## src/rtl/ir_queue.sv

```systemverilog
// Instruction register fed by a small in-order prefetch FIFO.
// The IR is loaded by il_in; flush_in clears the queue and invalidates the IR.
module ir_queue #(
    parameter int W     = 16,
    parameter int DEPTH = 4,
    parameter int CW    = $clog2(DEPTH + 1)
) (
    input  logic          clk,
    input  logic          rst_n,
    input  logic [W-1:0]  ins_in,
    input  logic          ins_valid_in,
    output logic          ins_ready_out,
    input  logic          il_in,
    input  logic          flush_in,
    output logic [W-1:0]  ins_out,
    output logic          ir_valid_out,
    output logic [W-1:0]  ia_out,
    output logic [W-1:0]  iv_out,
    output logic [CW-1:0] count_out,
    output logic          full_out,
    output logic          empty_out,
    output logic          underflow_out
);

    localparam int AW = $clog2(DEPTH);

    logic [W-1:0]  r_mem [DEPTH];
    logic [AW-1:0] r_wr_ptr;
    logic [AW-1:0] r_rd_ptr;
    logic [CW-1:0] r_count;
    logic [W-1:0]  r_ir;
    logic          r_ir_valid;
    logic          r_underflow;

    logic w_full;
    logic w_empty;
    logic w_push;
    logic w_pop;
    logic w_il_empty;

    // Status comes only from the registered count, so no input reaches an output combinationally.
    assign w_full     = (r_count == CW'(DEPTH));
    assign w_empty    = (r_count == '0);
    assign w_push     = ins_valid_in && !w_full && !flush_in;
    assign w_pop      = il_in && !w_empty && !flush_in;
    assign w_il_empty = il_in && w_empty && !flush_in;

    // Array is not reset; contents behind the pointers are never observed.
    always_ff @(posedge clk) begin
        if (w_push) begin
            r_mem[r_wr_ptr] <= ins_in;
        end
    end

    always_ff @(posedge clk or negedge rst_n) begin
        if (!rst_n) begin
            r_wr_ptr    <= '0;
            r_rd_ptr    <= '0;
            r_count     <= '0;
            r_ir        <= '0;
            r_ir_valid  <= 1'b0;
            r_underflow <= 1'b0;
        end else if (flush_in) begin
            r_wr_ptr    <= '0;
            r_rd_ptr    <= '0;
            r_count     <= '0;
            r_ir        <= '0;
            r_ir_valid  <= 1'b0;
            r_underflow <= 1'b0;
        end else begin
            if (w_push) begin
                r_wr_ptr <= r_wr_ptr + 1'b1;
            end
            if (w_pop) begin
                r_rd_ptr   <= r_rd_ptr + 1'b1;
                r_ir       <= r_mem[r_rd_ptr];
                r_ir_valid <= 1'b1;
            end
            if (w_il_empty) begin
                r_underflow <= 1'b1;
            end
            case ({w_push, w_pop})
                2'b10:   r_count <= r_count + CW'(1);
                2'b01:   r_count <= r_count - CW'(1);
                default: r_count <= r_count;
            endcase
        end
    end

    assign ins_ready_out = !w_full;
    assign full_out      = w_full;
    assign empty_out     = w_empty;
    assign count_out     = r_count;
    assign ins_out       = r_ir;
    assign ir_valid_out  = r_ir_valid;
    assign underflow_out = r_underflow;
    assign ia_out        = {{(W-6){r_ir[8]}}, r_ir[8:6], r_ir[2:0]};
    assign iv_out        = {{(W-3){1'b0}}, r_ir[2:0]};

endmodule

```

## config.mk

```make
export PLATFORM = sky130hd
export DESIGN_NAME = ir_queue
export DESIGN_NICKNAME = d
export VERILOG_FILES = /design/src/rtl/ir_queue.sv
export SDC_FILE = /design/constraint.sdc
export NUM_CORES = 1
export LEC_CHECK = 0
export BUFFER_PORTS_ARGS = -buffer_cell sky130_fd_sc_hd__buf_2
export CORE_AREA = 2 2 85 87
export CTS_BUF_LIST = sky130_fd_sc_hd__clkbuf_8
export DETAILED_ROUTE_END_ITERATION = 8
export DIE_AREA = 0 0 87 89
export HOLD_SLACK_MARGIN = 0.15
export PLACE_DENSITY_LB_ADDON = 0.08
export SYNTH_ARGS = -nofsm -noshare
export SYNTH_HDL_FRONTEND = slang
export SYNTH_SLANG_ARGS = --single-unit
```

## constraint.sdc

```tcl
create_clock -name clk -period 3.3 [get_ports clk]
set_input_delay 0.33 -clock clk [delete_from_list [all_inputs] [get_ports clk]]
set_output_delay 0.33 -clock clk [all_outputs]
set_load 0.03 [all_outputs]
```

### Word-level counts from Yosys, hierarchy flattened

Memory sizes are Yosys's and may differ from the RTL's.
Cells that the tools add are included.
W data, S select, Z words.

| word-level totals | value |
|---|---|
| bits in registers | 25 |
| RAM bits | 64 |
| bits of input ports | 21 |
| output and inout bits | 56 |
| word-level logic and storage cells | 42 |
| memories | 1 |

| operators by class | value |
|---|---|
| add/sub/neg operators | 4 |
| equality and inequality tests | 3 |
| muxes and demuxes | 14 |
| reduce and logical (&&, ||, !) cells | 14 |

Memories:

| name | depth | bits a word | read ports | clocked after memory_dff | wr ports | RTL line | text |
|---|---|---|---|---|---|---|---|
| r_mem | 4 | 16 | 1 | 0 | 1 | 27 | `logic [W-1:0] r_mem [DEPTH];` |

Operators by type and width:

| operator | count |
|---|---|
| $mux W16 | 2 |
| $mux W2 | 4 |
| $logic_and A1 B1 Y1 | 6 |
| $mux W1 | 6 |
| $pmux W3 S2 | 1 |
| $reduce_bool A2 Y1 | 3 |
| $add A2 B1 Y2 const B | 2 |
| $add A3 B1 Y3 const B | 1 |
| $eq A3 B3 Y1 const B | 1 |
| $logic_not A1 Y1 | 3 |
| $logic_not A3 Y1 | 1 |
| $mux W3 | 1 |
| $reduce_bool A3 Y1 | 1 |
| $sub A3 B1 Y3 const B | 1 |
| $eq A2 B1 Y1 const B | 1 |
| $eq A2 B2 Y1 const B | 1 |

### Logic depth before layout (Yosys ltp)

Gate-level depths: netlist of run 1.

| logic depth | value |
|---|---|
| depth in word-level cells | 7 |
| depth in mapped cells | 11 |
| depth with buffers taken out | 8 |

### Worst setup path after synthesis of run 1

Ideal clock, no wire load.

| timing path | value |
|---|---|
| kind | register to register |
| start point | register r_count[0] (netlist: count_out[0]) |
| end point | register r_count[1] (netlist: count_out[1]) |
| library setup time | 0.125 ns |
| arrival time | 2.497 ns |
| required time | 3.175 ns |
| slack | 0.677 ns |
| stages on the path, launching flop included | 10 |
| buffers on the path | 3 |
| period minus slack after synthesis | 2.623 ns |
| path through | dfrtp_1 -> buf_2 -> o31a_1 -> nor2b_4 -> buf_6 -> buf_6 -> and2_1 -> fa_1 -> o22ai_1 -> a2111oi_0 |

| on the way | value |
|---|---|
| word-level cells in the longest chain between the ends | 7 |
| elaborated cells on any way between the ends | 15 |
| classes of those cells | 2 x add/sub; 3 x eq/ne; 2 x mux; 8 x reduce/logical |

RTL lines:

| item | RTL line | text |
|---|---|---|
| start: declaration | 30 | `logic [CW-1:0] r_count;` |
| start signal: assignment | 83 | `2'b10: r_count <= r_count + CW'(1);` |
| start signal: assignment | 84 | `2'b01: r_count <= r_count - CW'(1);` |
| start signal: assignment | 85 | `default: r_count <= r_count;` |
| $eq A3 B3 Y1 / $logic_not A3 Y1 (equally long branches) | 42, 43 |  |
| $logic_not A1 Y1 (on tied branches) | 44, 45 |  |
| $logic_and A1 B1 Y1 (on tied branches) (2 in series) | 44, 45 |  |
| $eq A2 B1 Y1 / $eq A2 B2 Y1 (equally long branches) | 82 | `case ({w_push, w_pop})` |
| $pmux W3 S2 | 82 |  |
| $mux W3 | 63 | `end else if (flush_in) begin` |

Several ways; a longest one is shown, not always the timed one.
A chain may end at the register's enable or synchronous reset.

### Worst setup path in the final report of run 1

Same ends and word-level chain as after synthesis.

==> key figures, run 1 <==
Worst setup path
  – Required time of the critical path: 3.53 ns
  – CP Capture Type: flop
  – RR Startpoint: count_out[0]$_DFFE_PN0P_
  – Reg2reg setup slack: 0.89 ns
  – R2R cell count: 6
  – CP Launch Type: flop
  – WS Path Type: reg -> reg
  – Worst Path Arrival: 2.64 ns
  – Critical Path, Cell by Cell: o31a_1, nor2b_4, and2_1, fa_1, o22ai_1, a2111oi_0
  – Crit path max fanout: 17
  – R2r endpoint: count_out[1]$_DFFE_PN0P_
  – Max incr delay on CP: 0.52 ns
  – Slowest CP cell: dfrtp_1

Global route
  – Total track usage: 0.1696
  – Initial antenna violation count: 0
  – Global-route wire length before repair: 9459 µm
  – GR Overflow Total: 0
  – Vias in the first global route: 1836
  – Largest net degree at the start of global routing: 26

Floorplanning
  – Die Width: 87 µm
  – Initial Utilization: 0.5607
  – Height of the die: 89 µm
  – Row cnt: 30
  – IO Count: 77
  – CORE AREA: 6719 µm²
  – Die area: 7743 µm²

Placement
  – Port bufs: 63
  – GPL Wtd Cong: 0.7662
  – Post-DP Area: 3948 µm²
  – Setup WS pre-CTS: 0.8670 ns
  – DP HPWL: 3881 µm

Timing
  – Least-Margin Pin Slew: 0.8049 ns
  – Final Max Tran Viols: 0
  – Final setup fails: 0
  – Worst setup margin: 0.8874 ns
  – RSZ-0062 raised after global routing: no
  – Final Skew: 0.009656 ns
  – Endpoints failing hold: 0
  – Rel. slew slack: 0.4628
  – Tmin final: 2.413 ns
  – Fin crit share: 0.7311
  – Fmax: 414.5 MHz
  – Final TNS setup: 0 ns

Finish
  – Design Area, Final: 4129 µm²
  – Most frequent cells in the layout: edfxtp_1 (64), buf_2 (63), dfrtp_1 (25)
  – Ant diodes: 0
  – Total Nets Final: 302
  – Number of fillers in the final layout: 500
  – Fraction of layout cells with a size suffix above 1: 0.3559
  – Most common cell after layout, fill and taps aside: edfxtp_1
  – Final core occ: 0.6145
  – Layout area overhead: 9.598%

Routing
  – WL/cell: 16.77 µm
  – DR iter-0 viols: 116
  – Post-route ant nets: 0
  – Mean number of vias per cell: 5.366
  – Routed WL: 6054 µm
  – Residual DRC count: 0
  – Drt first pass iters: 4
  – Vias: 1937

Outcome
  – Outcome: finished clean

Clock tree
  – H-Tree Depth: 3
  – CTS resizes: 0
  – Clk sinks: 89
  – Clock root buffer: clkbuf_8
  – Skew-Pair Late Insertion Delay: 0.35 ns
  – Clock Path Buffers: 2
  – CTS Buf Count: 9
  – CTS tree: built
  – Reg clk slew, reported paths: 0.09 ns

Power
  – P per Cell Area: 568.6 nW/µm²
  – Worst VDD drop: 0.0003388 V
  – Leak: 0.001675 µW

Yosys
  – Syn Inst Count: 229
  – Area fraction of the dominant cell type after synthesis: 0.5101
  – Synth area leader: edfxtp_1
  – Register area share after synthesis: 0.6762
  – Post-synthesis register bit count: 89
  – Unique masters post-synth: 34
  – Synth Warn #: 0
  – Top cells by area, synth: edfxtp_1 (51%), dfrtp_1 (17%), mux4_2 (9.6%)
  – Synthesized cell area: 3767 µm²
  – Avg Cell Area, Syn: 16.45 µm²

Worst hold path
  – HP Start: ins_in[3]
  – Worst hold endpoint: r_mem[1][3]$_DFFE_PP_
  – Tightest Hold Check Type: in -> reg
  – Hold path depth: 1

Run
  – Max-cap check violation count: 0
==> sequential cells by signal (all words and copies together), names as in the netlist <==
| name | count |
|---|---|
| r_rd_ptr | 2 |
| underflow_out | 1 |
| r_wr_ptr | 2 |
| ir_valid_out | 1 |
| count_out | 3 |
| r_mem | 64 |
| ins_out | 16 |
==> worst max-delay path by stage <==
stage | startpoint | end | slack, ns | cells after the start
6_report | count_out[0]$_DFFE_PN0P_ | count_out[1]$_DFFE_PN0P_ | 0.89 | 6
5_1_grt | count_out[0]$_DFFE_PN0P_ | count_out[1]$_DFFE_PN0P_ | 0.74 | 6
4_1_cts | count_out[0]$_DFFE_PN0P_ | count_out[1]$_DFFE_PN0P_ | 0.86 | 6
3_5_place_dp | count_out[0]$_DFFE_PN0P_ | count_out[1]$_DFFE_PN0P_ | 0.87 | 6
3_3_place_gp | count_out[0]$_DFFE_PN0P_ | count_out[1]$_DFFE_PN0P_ | 0.92 | 6
2_1_floorplan | count_out[0]$_DFFE_PN0P_ | count_out[1]$_DFFE_PN0P_ | 0.68 | 9
==> layout make-up <==
cell class              count  area, µm²  area share
repair buffers             69      362.8     0.08788
inverters                   5      18.77    0.004545
flip-flops and latches     89       2547      0.6170
multi-input cells         102      928.4      0.2248
clock buffers               9      123.9     0.03000
well taps                  80      100.1     0.02424
clock inverters             7      47.55     0.01152
==> per-stage QoR <==
step	total power, µW	std cells	hold slack (ns)
6_report	2348	361	0.1861
5_1_grt	2458	361	0.1805
4_1_cts	2375	361	0.1763
3_5_place_dp	1721	344	0.3687
3_3_place_gp	1718	344	0.3630
2_1_floorplan	1652	241	0.03441
==> worst max-delay path, delay by kind of cell, from the launching register on <==
family | cells | cell delay, ns
simple gates | 2 | 0.40
compound gates | 3 | 0.88
fa+ha+maj | 1 | 0.50
flops | 1 | 0.52
==> layer usage <==
metal	vias up	share of wire	track usage
met5	-	0	0
met4	0	0.016	0.08523
met3	8	0.041	0.02862
met2	63	0.49	0.2713
met1	955	0.45	0.2285
li1	911	-	-
==> report_power, final <==
group / internal (µW) / switching [µW] / leakage, µW
Combinational: 141 / 242 / 0.000670
Clock: 273 / 384 / 0.0000849
Sequential: 1260 / 51.3 / 0.000920
Total: 1670 / 678 / 0.00167
==> what timing repair did <==
item,4_1_cts,5_1_grt
hold buffers,1,0
endpoints found under the hold margin,25,0
setup buffers,0,0
==> cells by family after synthesis <==
family	synth area share
XOR/XNOR	0.009301
flip-flops	0.6762
buffers and inverters	0.08934
AO/OA/AOI/OAI	0.06675
other	0.0009954
multiplexers	0.09565
adder cells (fa/ha/maj)	0.01860
AND/OR/NAND/NOR	0.04317
==> Yosys cell counts, drive strengths merged <==
cell type / number
o21ai: 2
a21o: 1
nand3: 3
buf: 42
conb: 1
a21oi: 5
a31oi: 2
mux4: 16
o2111ai: 1
a2111oi: 2
o22ai: 2
inv: 5
nor2b: 1
edfxtp: 64
nand3b: 1
nor2: 10
fa: 1
nand2b: 2
dfrtp: 25
xnor2: 2
o31a: 1
ha: 4
a22o: 16
nor3: 1
a32oi: 1
nand2: 6
clkbuf: 3
and2: 6
or3b: 1
xor2: 2
No activity file was read; power rests on OpenSTA's default activity.
==> run 2, diff against run 1 <==
==> constraint.sdc (replaced) <==
create_clock -name clk -period 2.4 [get_ports clk]
set_input_delay 0.24 -clock clk [delete_from_list [all_inputs] [get_ports clk]]
set_output_delay 0.24 -clock clk [all_outputs]
set_load 0.03 [all_outputs]
==> key figures, run 2 (synthesis results as in run 1) <==
Worst setup path
  – CP Capture Type: flop
  – WS Path Type: reg -> reg
  – Crit path max fanout: 12 (-5)
  – R2r endpoint: count_out[1]$_DFFE_PN0P_
  – Required time of the critical path: 2.63 ns (-0.90 ns)
  – RR Startpoint: count_out[0]$_DFFE_PN0P_
  – Reg2reg setup slack: 0.19 ns (-0.70 ns)
  – R2R cell count: 6 (unchanged)
  – CP Launch Type: flop
  – Worst Path Arrival: 2.44 ns (-0.20 ns)

Placement
  – Port bufs: 63 (unchanged)
  – GPL Wtd Cong: 0.7357 (-4.0%)
  – DP HPWL: 3923 µm (+1.1%)

Timing
  – Final Max Tran Viols: 0 (unchanged)
  – Least-Margin Pin Slew: 0.8664 ns (+0.06147 ns)
  – Final Skew: 0.01074 ns (+0.001088 ns)
  – Fin crit share: 0.9224 (+0.1913)
  – Rel. slew slack: 0.4224 (-0.04040)
  – Final setup fails: 0 (unchanged)
  – Endpoints failing hold: 0 (unchanged)
  – Fmax: 451.7 MHz (+9.0%)
  – RSZ-0062 raised after global routing: no
  – Final TNS setup: 0 ns (unchanged)
  – Tmin final: 2.214 ns (-0.1988 ns)

Worst hold path
  – Worst hold endpoint: r_rd_ptr[1]$_DFFE_PN0P_
  – Tightest Hold Check Type: in -> reg
  – Hold path depth: 2 (+1)
  – HP Start: flush_in

Clock tree
  – CTS resizes: 0 (unchanged)
  – Clock Path Buffers: 2 (unchanged)
  – Reg clk slew, reported paths: 0.09 ns (about the same)
  – CTS tree: built
  – H-Tree Depth: 3 (unchanged)
  – Skew-Pair Late Insertion Delay: 0.35 ns (about the same)
  – Postcts setup bufs: 0 (unchanged)
  – Clock root buffer: clkbuf_8
  – CTS Buf Count: 9 (unchanged)
  – Clk sinks: 89 (unchanged)
  – Hold_buf cts: 17 (+16)

Power
  – Switching Power: 949.5 µW (+40%)
  – Internal power: 2670 µW (+60%)
  – P per Cell Area: 826.0 nW/µm² (+45%)
  – Clk network pwr share: 0.347 (+0.067)
  – Leak: 0.001780 µW (+6.3%)
  – Sw frac: 0.2623 (-0.02629)
  – Worst VDD drop: 0.0004603 V (+36%)
  – Reg power frac: 0.491 (-0.066)
  – Logic pwr share: 0.162 (about the same)

Finish
  – Largest Register: r_mem
  – Max reg flops: 64 (unchanged)
  – Fraction of layout cells with a size suffix above 1: 0.3557 (about the same)
  – Final core occ: 0.6521 (+0.03762)
  – Most common cell after layout, fill and taps aside: edfxtp_1
  – Most frequent cells in the layout: edfxtp_1 (64), buf_2 (63), dfrtp_1 (23)
  – Ant diodes: 0 (unchanged)
  – Layout area overhead: 16.31%
  – Total Nets Final: 319 (+5.6%)

Global route
  – Total track usage: 0.1829 (+0.01330)
  – Global-route track usage on met3: 0.04709 (+0.01847)
  – Global-route wire length before repair: 10230 µm (+8.1%)
  – Largest net degree at the start of global routing: 26 (unchanged)
  – Met2 track demand over resource: 0.3137 (+0.04233)
  – GRT busiest layer: met2
  – Initial antenna violation count: 0 (unchanged)
  – Grt met1 use: 0.2281 (-0.0003831)
  – Vias in the first global route: 2026 (+10%)
  – GR Overflow Total: 0 (unchanged)

Routing
  – Vias: 2037 (+5.2%)
  – Residual DRC count: 0 (unchanged)
  – Drt first pass iters: 4 (unchanged)
  – DR iter-0 viols: 123 (+6.0%)
  – Routed WL: 6606 µm (+9.1%)
  – WL/cell: 17.48 µm (+4.2%)
  – Post-route ant nets: 0 (unchanged)
  – Mean number of vias per cell: 5.389 (+0.43%)

Floorplanning
  – Die area: 7743 µm² (unchanged)
  – Initial Utilization: 0.5607 (unchanged)
  – Height of the die: 89 µm (unchanged)
  – IO Count: 77 (unchanged)
  – Die Width: 87 µm (unchanged)
  – Row cnt: 30 (unchanged)
  – CORE AREA: 6719 µm² (unchanged)

Run
  – Max-cap check violation count: 0 (unchanged)

Outcome
  – Outcome: finished clean
[run 2: changes by cell type in the layout (fill, tap and decap cells not counted), moves of 2 or more]
cell           previous run  this run
dfrtp_1                  25        23
dlygate4sd3_1             1        17
dfrtp_2                   0         2
bufinv_16                 0         3
inv_1                     7         5
[run 2: layer usage]
layer	wire, µm	vias up
met5	0	-
met4	49	0
met3	264	4
met2	3444	67
met1	2847	1019
li1	-	947
[run 2: worst max-delay path, cell delays in order, from the launching register on]
cell,delay (ns)
dfrtp_2,0.50
o31a_1,0.33
nor2b_4,0.13
and2_1,0.16
fa_1,0.51
o22ai_1,0.09
a2111oi_0,0.37
[run 2: worst max path at each step]
| stage | cells past startpoint | from | endpoint |
|---|---|---|---|
| after CTS | 4 | count_out[2]$_DFFE_PN0P_ | r_mem[3][6]$_DFFE_PP_ |
| after detailed placement | 6 | count_out[0]$_DFFE_PN0P_ | count_out[1]$_DFFE_PN0P_ |
| after floorplan | 9 | count_out[0]$_DFFE_PN0P_ | count_out[1]$_DFFE_PN0P_ |
| after global routing | 4 | count_out[2]$_DFFE_PN0P_ | r_mem[3][6]$_DFFE_PP_ |
| after global placement | 4 | count_out[2]$_DFFE_PN0P_ | r_mem[3][5]$_DFFE_PP_ |
| final | 6 | count_out[0]$_DFFE_PN0P_ | count_out[1]$_DFFE_PN0P_ |
[run 2: cell type report]
cell class	count	area [µm²]
Fill cell	484	2337
Tap cell	80	100.1
Inverter	5	18.77
Timing Repair Buffer	86	530.5
Sequential cell	89	2550
Clock buffer	10	137.6
Clock inverter	6	113.9
Multi-Input combinational cell	102	930.9
[run 2: power groups by stage]
stage | registers (µW) | logic, µW | clock network [µW]
after floorplan | 1870 | 412 | 0
after global placement | 1810 | 564 | 0
after CTS | 1780 | 591 | 1280
final | 1780 | 585 | 1260
after detailed placement | 1810 | 569 | 0
after global routing | 1790 | 630 | 1340
[run 2: metrics by stage]
step	total power (µW)	worst slack [ns]	cells	hold slack, ns	instance area [µm²]
6_report	3619	0.1861	378	0.2413	4382
5_1_grt	3758	0.07744	378	0.2499	4382
4_1_cts	3648	0.1848	378	0.2320	4382
3_5_place_dp	2381	0.2106	345	0.3083	3960
3_3_place_gp	2372	0.2697	345	0.2932	3960
2_1_floorplan	2277	-0.1223	241	-0.05559	3824
